===== config.mk =====
export PLATFORM = sky130hd
export DESIGN_NAME = sum_acc_flat
export DESIGN_NICKNAME = d
export VERILOG_FILES = /design/src/rtl/sum_acc_pkg.sv /design/src/rtl/sum_acc_if.sv /design/src/rtl/sum_acc_step.sv /design/src/rtl/sum_acc.sv /design/src/flat_wrapper.sv
export SDC_FILE = /design/constraint.sdc
export NUM_CORES = 1
export LEC_CHECK = 0
export BUFFER_PORTS_ARGS = -buffer_cell sky130_fd_sc_hd__buf_2
export CORE_ASPECT_RATIO = 0.75
export CORE_MARGIN = 8
export CORE_UTILIZATION = 54
export DETAILED_ROUTE_END_ITERATION = 6
export PLACE_DENSITY = 0.82
export REMOVE_ABC_BUFFERS = 1
export SLEW_MARGIN = 20
export SYNTH_ARGS = -nofsm -noshare
export SYNTH_HDL_FRONTEND = slang
export SYNTH_SLANG_ARGS = --single-unit

===== constraint.sdc =====
create_clock -name clk -period 3.25 [get_ports clk]
set_input_delay 0.325 -clock clk [delete_from_list [all_inputs] [get_ports clk]]
set_output_delay 0.325 -clock clk [all_outputs]
set_load 0.05 [all_outputs]

===== src/rtl/sum_acc_pkg.sv =====
// sum_pkg: shared types and helpers for the sum_acc burst accumulator.
// Holds the FSM state encoding, the overflow-mode constants and a helper
// that builds saturation limits for any accumulator width.
package sum_pkg;

    // Accumulator FSM states
    typedef enum logic [1:0] {
        ST_IDLE = 2'd0,
        ST_ACC  = 2'd1,
        ST_DONE = 2'd2
    } state_t;

    // Overflow handling mode, latched when a burst starts
    localparam logic MODE_WRAP = 1'b0;
    localparam logic MODE_SAT  = 1'b1;

    // Widest accumulator the saturation helper can describe
    localparam int SAT_W = 64;

    // Saturation limit for a given width. Unsigned: all ones.
    // Signed: max positive (0111..1) or min negative (1000..0).
    // Callers size-cast the result down to their own width.
    function automatic logic [SAT_W-1:0] sat_value(
        input int   width,
        input logic is_neg,
        input logic is_signed
    );
        logic [SAT_W-1:0] v;
        v = '0;
        for (int i = 0; i < SAT_W; i++) begin
            if (i < width - 1) begin
                v[i] = is_signed ? ~is_neg : 1'b1;
            end else if (i == width - 1) begin
                v[i] = is_signed ? is_neg : 1'b1;
            end
        end
        return v;
    endfunction

endpackage


===== src/rtl/sum_acc_if.sv =====
// sum_acc_if: burst/handshake bundle between a sample source/result sink
// (master) and the sum_acc accumulator (slave). clk and rst stay outside.
interface sum_acc_if #(
    parameter int NB_DATA   = 8,
    parameter int NB_ACC    = 9,
    parameter int N_SAMPLES = 4
);
    localparam int NB_CNT = $clog2(N_SAMPLES + 1);

    logic                i_start;
    logic                i_sat;
    logic                i_valid;
    logic [NB_DATA-1:0]  i_data;
    logic                o_ready;
    logic                i_ack;
    logic                o_valid;
    logic [NB_ACC-1:0]   o_sum;
    logic                o_ovf;
    logic [NB_CNT-1:0]   o_count;

    // Source / sink side
    modport master (
        output i_start, i_sat, i_valid, i_data, i_ack,
        input  o_ready, o_valid, o_sum, o_ovf, o_count
    );

    // Accumulator side
    modport slave (
        input  i_start, i_sat, i_valid, i_data, i_ack,
        output o_ready, o_valid, o_sum, o_ovf, o_count
    );

endinterface


===== src/rtl/sum_acc_step.sv =====
// sum_step: one combinational accumulate step, acc + data, with overflow
// detection and wrap/saturate handling selected by mode.
// Build option: SUM_ACC_SIGNED_EN selects two's-complement arithmetic
// (sign-extended samples, signed overflow, clamp to max/min); without it
// the step is purely unsigned with zero-extended samples.
module sum_step
    import sum_pkg::*;
#(
    parameter int NB_DATA = 8,
    parameter int NB_ACC  = 9
) (
    input  logic [NB_ACC-1:0]  acc,
    input  logic [NB_DATA-1:0] data,
    input  logic               mode,
    output logic [NB_ACC-1:0]  next_acc,
    output logic               ovf
);

`ifdef SUM_ACC_SIGNED_EN

    localparam logic [NB_ACC-1:0] SAT_POS = NB_ACC'(sat_value(NB_ACC, 1'b0, 1'b1));
    localparam logic [NB_ACC-1:0] SAT_NEG = NB_ACC'(sat_value(NB_ACC, 1'b1, 1'b1));

    logic [NB_ACC-1:0] data_ext;
    logic [NB_ACC-1:0] sum_raw;

    // Signed add: overflow when both operands share a sign the result lacks;
    // the clamp direction follows the operand sign.
    always_comb begin
        data_ext = NB_ACC'($signed(data));
        sum_raw  = acc + data_ext;
        ovf      = (acc[NB_ACC-1] == data_ext[NB_ACC-1]) &&
                   (sum_raw[NB_ACC-1] != acc[NB_ACC-1]);
        next_acc = sum_raw;
        if (ovf && (mode == MODE_SAT)) begin
            next_acc = acc[NB_ACC-1] ? SAT_NEG : SAT_POS;
        end
    end

`else

    localparam logic [NB_ACC-1:0] SAT_MAX = NB_ACC'(sat_value(NB_ACC, 1'b0, 1'b0));

    logic [NB_ACC:0] sum_wide;

    // Unsigned add one bit wider than the accumulator; the extra bit is the
    // carry, and saturation pins the result at all ones.
    always_comb begin
        sum_wide = {1'b0, acc} + (NB_ACC + 1)'(data);
        ovf      = sum_wide[NB_ACC];
        next_acc = sum_wide[NB_ACC-1:0];
        if (ovf && (mode == MODE_SAT)) begin
            next_acc = SAT_MAX;
        end
    end

`endif

endmodule


===== src/rtl/sum_acc.sv =====
// sum_acc: accumulates a burst of N_SAMPLES words into an NB_ACC-bit
// register. A start pulse opens the burst, samples arrive over valid/ready,
// and the result is held with a sticky overflow flag until acknowledged.
// Build option: SUM_ACC_SIGNED_EN (handled inside sum_step) switches the
// datapath to two's-complement arithmetic.
module sum_acc
    import sum_pkg::*;
#(
    parameter int NB_DATA   = 8,
    parameter int NB_ACC    = 9,
    parameter int N_SAMPLES = 4
) (
    input  logic     clk,
    input  logic     rst,
    sum_acc_if.slave bus
);

    localparam int NB_CNT = $clog2(N_SAMPLES + 1);
    localparam logic [NB_CNT-1:0] LAST_CNT = NB_CNT'(N_SAMPLES - 1);
    localparam logic [NB_CNT-1:0] CNT_ONE  = NB_CNT'(1);

    state_t             state_q, state_d;
    logic [NB_ACC-1:0]  acc_q,   acc_d;
    logic [NB_CNT-1:0]  cnt_q,   cnt_d;
    logic               ovf_q,   ovf_d;
    logic               mode_q,  mode_d;

    logic [NB_ACC-1:0]  step_acc;
    logic               step_ovf;
    logic               xfer;

    // Single accumulate step on the current accumulator and incoming sample
    sum_step #(
        .NB_DATA (NB_DATA),
        .NB_ACC  (NB_ACC)
    ) u_step (
        .acc      (acc_q),
        .data     (bus.i_data),
        .mode     (mode_q),
        .next_acc (step_acc),
        .ovf      (step_ovf)
    );

    // A sample moves only while accumulating and the source offers one
    assign xfer = (state_q == ST_ACC) && bus.i_valid;

    // Next-state and datapath update; every register holds unless touched
    always_comb begin
        state_d = state_q;
        acc_d   = acc_q;
        cnt_d   = cnt_q;
        ovf_d   = ovf_q;
        mode_d  = mode_q;
        unique case (state_q)
            ST_IDLE: begin
                if (bus.i_start) begin
                    state_d = ST_ACC;
                    acc_d   = '0;
                    cnt_d   = '0;
                    ovf_d   = 1'b0;
                    mode_d  = bus.i_sat;
                end
            end
            ST_ACC: begin
                if (xfer) begin
                    acc_d = step_acc;
                    cnt_d = cnt_q + CNT_ONE;
                    if (step_ovf) begin
                        ovf_d = 1'b1;
                    end
                    if (cnt_q == LAST_CNT) begin
                        state_d = ST_DONE;
                    end
                end
            end
            ST_DONE: begin
                if (bus.i_ack) begin
                    state_d = ST_IDLE;
                end
            end
            default: begin
                state_d = ST_IDLE;
            end
        endcase
    end

    // State and datapath registers with synchronous reset
    always_ff @(posedge clk) begin
        if (rst) begin
            state_q <= ST_IDLE;
            acc_q   <= '0;
            cnt_q   <= '0;
            ovf_q   <= 1'b0;
            mode_q  <= MODE_WRAP;
        end else begin
            state_q <= state_d;
            acc_q   <= acc_d;
            cnt_q   <= cnt_d;
            ovf_q   <= ovf_d;
            mode_q  <= mode_d;
        end
    end

    // Handshake flags decode straight from the state register
    always_comb begin
        bus.o_ready = (state_q == ST_ACC);
        bus.o_valid = (state_q == ST_DONE);
        bus.o_sum   = acc_q;
        bus.o_ovf   = ovf_q;
        bus.o_count = cnt_q;
    end

endmodule


===== src/flat_wrapper.sv =====
// flat-port wrapper written by rule: the top's interface ports become plain ports
module sum_acc_flat import sum_pkg::*;
#(
    parameter int NB_DATA   = 8,
    parameter int NB_ACC    = 9,
    parameter int N_SAMPLES = 4
)
  (clk, rst, bus_i_start, bus_i_sat, bus_i_valid, bus_i_data, bus_i_ack, bus_o_ready, bus_o_valid, bus_o_sum, bus_o_ovf, bus_o_count);
  sum_acc_if #(.NB_DATA(NB_DATA), .NB_ACC(NB_ACC), .N_SAMPLES(N_SAMPLES)) bus_i ();
  input  logic clk;
  input  logic rst;
  input wire logic [$bits(bus_i.i_start)-1:0] bus_i_start;
  input wire logic [$bits(bus_i.i_sat)-1:0] bus_i_sat;
  input wire logic [$bits(bus_i.i_valid)-1:0] bus_i_valid;
  input wire logic [$bits(bus_i.i_data)-1:0] bus_i_data;
  input wire logic [$bits(bus_i.i_ack)-1:0] bus_i_ack;
  output wire logic [$bits(bus_i.o_ready)-1:0] bus_o_ready;
  output wire logic [$bits(bus_i.o_valid)-1:0] bus_o_valid;
  output wire logic [$bits(bus_i.o_sum)-1:0] bus_o_sum;
  output wire logic [$bits(bus_i.o_ovf)-1:0] bus_o_ovf;
  output wire logic [$bits(bus_i.o_count)-1:0] bus_o_count;
  assign bus_i.i_start = bus_i_start;
  assign bus_i.i_sat = bus_i_sat;
  assign bus_i.i_valid = bus_i_valid;
  assign bus_i.i_data = bus_i_data;
  assign bus_i.i_ack = bus_i_ack;
  assign bus_o_ready = bus_i.o_ready;
  assign bus_o_valid = bus_i.o_valid;
  assign bus_o_sum = bus_i.o_sum;
  assign bus_o_ovf = bus_i.o_ovf;
  assign bus_o_count = bus_i.o_count;
  sum_acc #(.NB_DATA(NB_DATA), .NB_ACC(NB_ACC), .N_SAMPLES(N_SAMPLES)) u_core (.clk(clk), .rst(rst), .bus(bus_i));
endmodule

==> metrics.log <==
[metrics] maximum single-stage delay on the critical path: 0.39 ns
[metrics] pwr dens: 363 mW/mm^2
[metrics] final WL: 2540 um
[metrics] path depth of the worst reg2reg path: 8
[metrics] RSZ-0062 raised after global routing: false
[metrics] Post-Route Setup TNS: 0 ns
[metrics] vias per std cell: 5.76
[metrics] total track usage: 15.6%
[metrics] number of buffers and inverters on the critical path: 1
[metrics] Worst Max-Slew Pin Slew: 0.546 ns
[metrics] number of diodes: 0
[metrics] post-route design area: 0.00123 sq mm
[metrics] register area: 320 sq um
[metrics] sequential cell area fraction in the yosys report: 31.1%
[metrics] critical path's top delay family: compound AO/OA/AOI/OAI gates
[metrics] final cell utilization of the core: 69.4%
[metrics] highest-delay cell along the critical path: fa_1
[metrics] chain of cells forming the critical path: ha_1, inv_1, fa_1, nand2b_1, a21o_1, a31o_2, a21o_1, a22o_1
[metrics] Arr. time, crit path: 2.25 ns
[metrics] required time reported for the critical path endpoint: 3.44 ns
[metrics] hold-fix buffers at CTS: 0
[metrics] Final nets: 178
[metrics] CTS tree: yes
[metrics] Max rail drop VDD: 0.244 mV
[metrics] period utilisation layout: 63.4%
[metrics] Post-synth EDFFs: 0
[metrics] leakage power: 0.592 nW
[metrics] cell at the root of the clock tree: clkbuf_4
[metrics] Std-Cell Rows: 13
[metrics] startpoint class of the critical path: flip-flop
[metrics] headroom to the max-slew limit: 63.5%
[metrics] highest achievable clock rate: 486 MHz
[metrics] worst min-delay path category: input pin to flip-flop
[metrics] maximum buffer depth of the clock tree: 2
[metrics] area occupied by multi-input gates: 673 sq um
[metrics] area of the core: 0.00177 sq mm
[metrics] total grt overflow: 0
[metrics] number of placed instances, taps included: 170
[metrics] Final Non-Filler Cells: 174
[metrics] Die Footprint: 0.00358 sq mm
[metrics] Worst Setup Path Type: flip-flop to flip-flop
[metrics] chip height: 53.8 um
[metrics] quantity of I/O buffers inserted on ports: 28
[metrics] I/O pin count: 29
[metrics] top flip-flop cell by instance count after synthesis: dfxtp_1
[metrics] minimum setup slack among reg-to-reg paths: 1.19 ns
[metrics] initial core utilization: 58.2%
[metrics] clock latency on the worst-skew pair: 0.29 ns
[metrics] 1st-iter DRT viols: 34
[metrics] count of cell types in the netlist: 36
[metrics] final critical path time including I/O delays and setup: 2.06 ns
[metrics] initial antenna violation count: 0
[metrics] final hold violations: 0
[metrics] type of destination of the critical path: flip-flop
[metrics] Max Cap Viol: 0
[metrics] post-detailed-route wirelength per cell: 14.6 um
[metrics] total number of vias: 1,003
[metrics] cell area after synthesis: 0.00103 sq mm
[metrics] number of buffers inserted during clock tree synthesis: 3
[metrics] maximum number of pins on one net before global-route repair: 13
[metrics] number of instances in the synthesized netlist: 122
[metrics] fill cell count: 140
[metrics] clock slew at reported path FFs: 0.09 ns
[metrics] count of instances resized after the clock tree is built: 0
[metrics] Hold Path Stages: 3
[metrics] most used cell along the critical path: a21o_1
[metrics] Post-CTS Setup Bufs: 0
[metrics] Post-Synthesis Mean Instance Area: 8.45 sq um
[metrics] async set or reset register ratio after synthesis: 0%
[metrics] dpl hpwl: 2040 um
[metrics] ANT nets after route: 0
[metrics] wire length of the first global-routing pass: 4320 um
[metrics] post-route DRC violation count: 0
[metrics] layout overhead on the synthesized area: 19.4%
[metrics] flop and latch count out of synthesis: 16
[metrics] H-tree depth: 1
[metrics] # clock sinks: 16
[metrics] DRT Pass-1 Iters: 4
[metrics] maximum fanout encountered on the critical timing path: 3
[metrics] share of cells above drive strength 1: 24.3%
[metrics] Syn. warnings: 0
[metrics] vias in the first global route: 943
[metrics] setup clock skew after layout: 0.000543 ns
[metrics] Die X: 66.5 um
[metrics] DP Area: 0.00119 sq mm
[metrics] final weighted congestion in routability-driven placement: 0.850
[metrics] run status: finished clean
[metrics] Final setup viols: 0
[metrics] final count of pins violating max slew: 0
[metrics] Stages on worst setup path: 8
==> path summary, 6_finish.rpt <==
| check | from | to |
|---|---|---|
| max | u_core.bus.o_sum[0] | u_core.bus.o_sum[8] |
| min | bus_i_sat | u_core.mode_q |
| max reg2reg | u_core.bus.o_sum[0] | u_core.bus.o_sum[8] |
| min reg2reg | u_core.bus.o_sum[3] | u_core.bus.o_sum[3] |
==> layout make-up <==
| class | instances | area share, % |
|---|---|---|
| flip-flops and latches | 16 | 26.0 |
| repair buffers | 29 | 12.0 |
| multi-input cells | 96 | 54.7 |
| well taps | 22 | 2.24 |
| clock buffers | 4 | 2.95 |
| inverters | 7 | 2.13 |
==> routing by layer <==
metal / vias up / global-route usage [%] / share of wire [%]
li1: 503 / - / -
met1: 467 / 19.0 / 46
met2: 26 / 24.5 / 46
met3: 7 / 5.80 / 6.3
met4: 0 / 6.36 / 1.7
met5: - / 0 / 0
==> stage by stage <==
step                total power, mW  hold slack [ns]  setup WS (ns)
detailed placement            0.317            0.467           1.16
CTS                           0.450            0.292           1.18
finish                        0.447            0.289           1.19
floorplan                     0.287            0.394          0.919
global route                  0.471            0.302           1.05
global placement              0.314            0.465           1.21
==> worst reg2reg max path, stage by stage (launching register included) <==
cell      delay (ns)
dfxtp_1         0.36
ha_1            0.17
inv_1           0.06
fa_1            0.39
nand2b_1        0.19
a21o_1          0.21
a31o_2          0.25
a21o_1          0.17
a22o_1          0.17
==> synth_stat cells, types with 3 or more instances <==
cell type	instances	area share [%]
nor2b_1	3	1.8
inv_1	7	2.5
ha_1	10	12
nand2_1	8	2.9
nor2_1	14	5.1
nand2b_1	4	2.4
a211oi_1	4	2.9
mux2i_1	3	2.9
a21oi_1	11	5.3
o21ai_0	8	3.9
dfxtp_1	16	31
a21o_1	3	2.2
clkbuf_1	3	1.1
==> kinds of logic (layout without fill, tap and decap cells) <==
family	after synthesis	count (layout)	synth area share, %
AO/OA/AOI/OAI	40	40	26.3
XOR/XNOR	4	4	3.40
adder cells (fa/ha/maj)	11	11	14.1
buffers and inverters	10	40	3.64
flip-flops	16	16	31.1
multiplexers	3	3	2.91
AND/OR/NAND/NOR	38	38	18.6
==> flip-flops by register name, summed over array words and instances, names as in the netlist <==
signal and cells:
u_core.bus.o_ovf 1, u_core.bus.o_count 3, u_core.bus.o_sum 9, u_core.mode_q 1
u_core.state_q 2
==> placed cells by master (no fill, tap or decap), types with 2 or more instances in the layout <==
cell,Yosys,routed
nor2b_1,3,3
mux2i_1,3,3
inv_1,7,7
nand2_1,8,8
a211oi_1,4,4
a21o_1,3,3
xnor2_1,2,2
a21oi_1,11,11
ha_1,10,10
nor3_1,2,2
a211o_1,2,2
nand2b_1,4,4
clkbuf_4,0,3
nor2_1,14,14
o21ai_0,8,8
a221o_1,2,2
xor2_1,2,2
buf_2,0,28
dfxtp_1,16,16
==> where the power goes <==
part           internal, mW  switching [mW]
logic                0.0375          0.0662
clock network        0.0683          0.0654
registers             0.203         0.00682
total                 0.309           0.138
No activity file was read; power rests on OpenSTA's default activity.
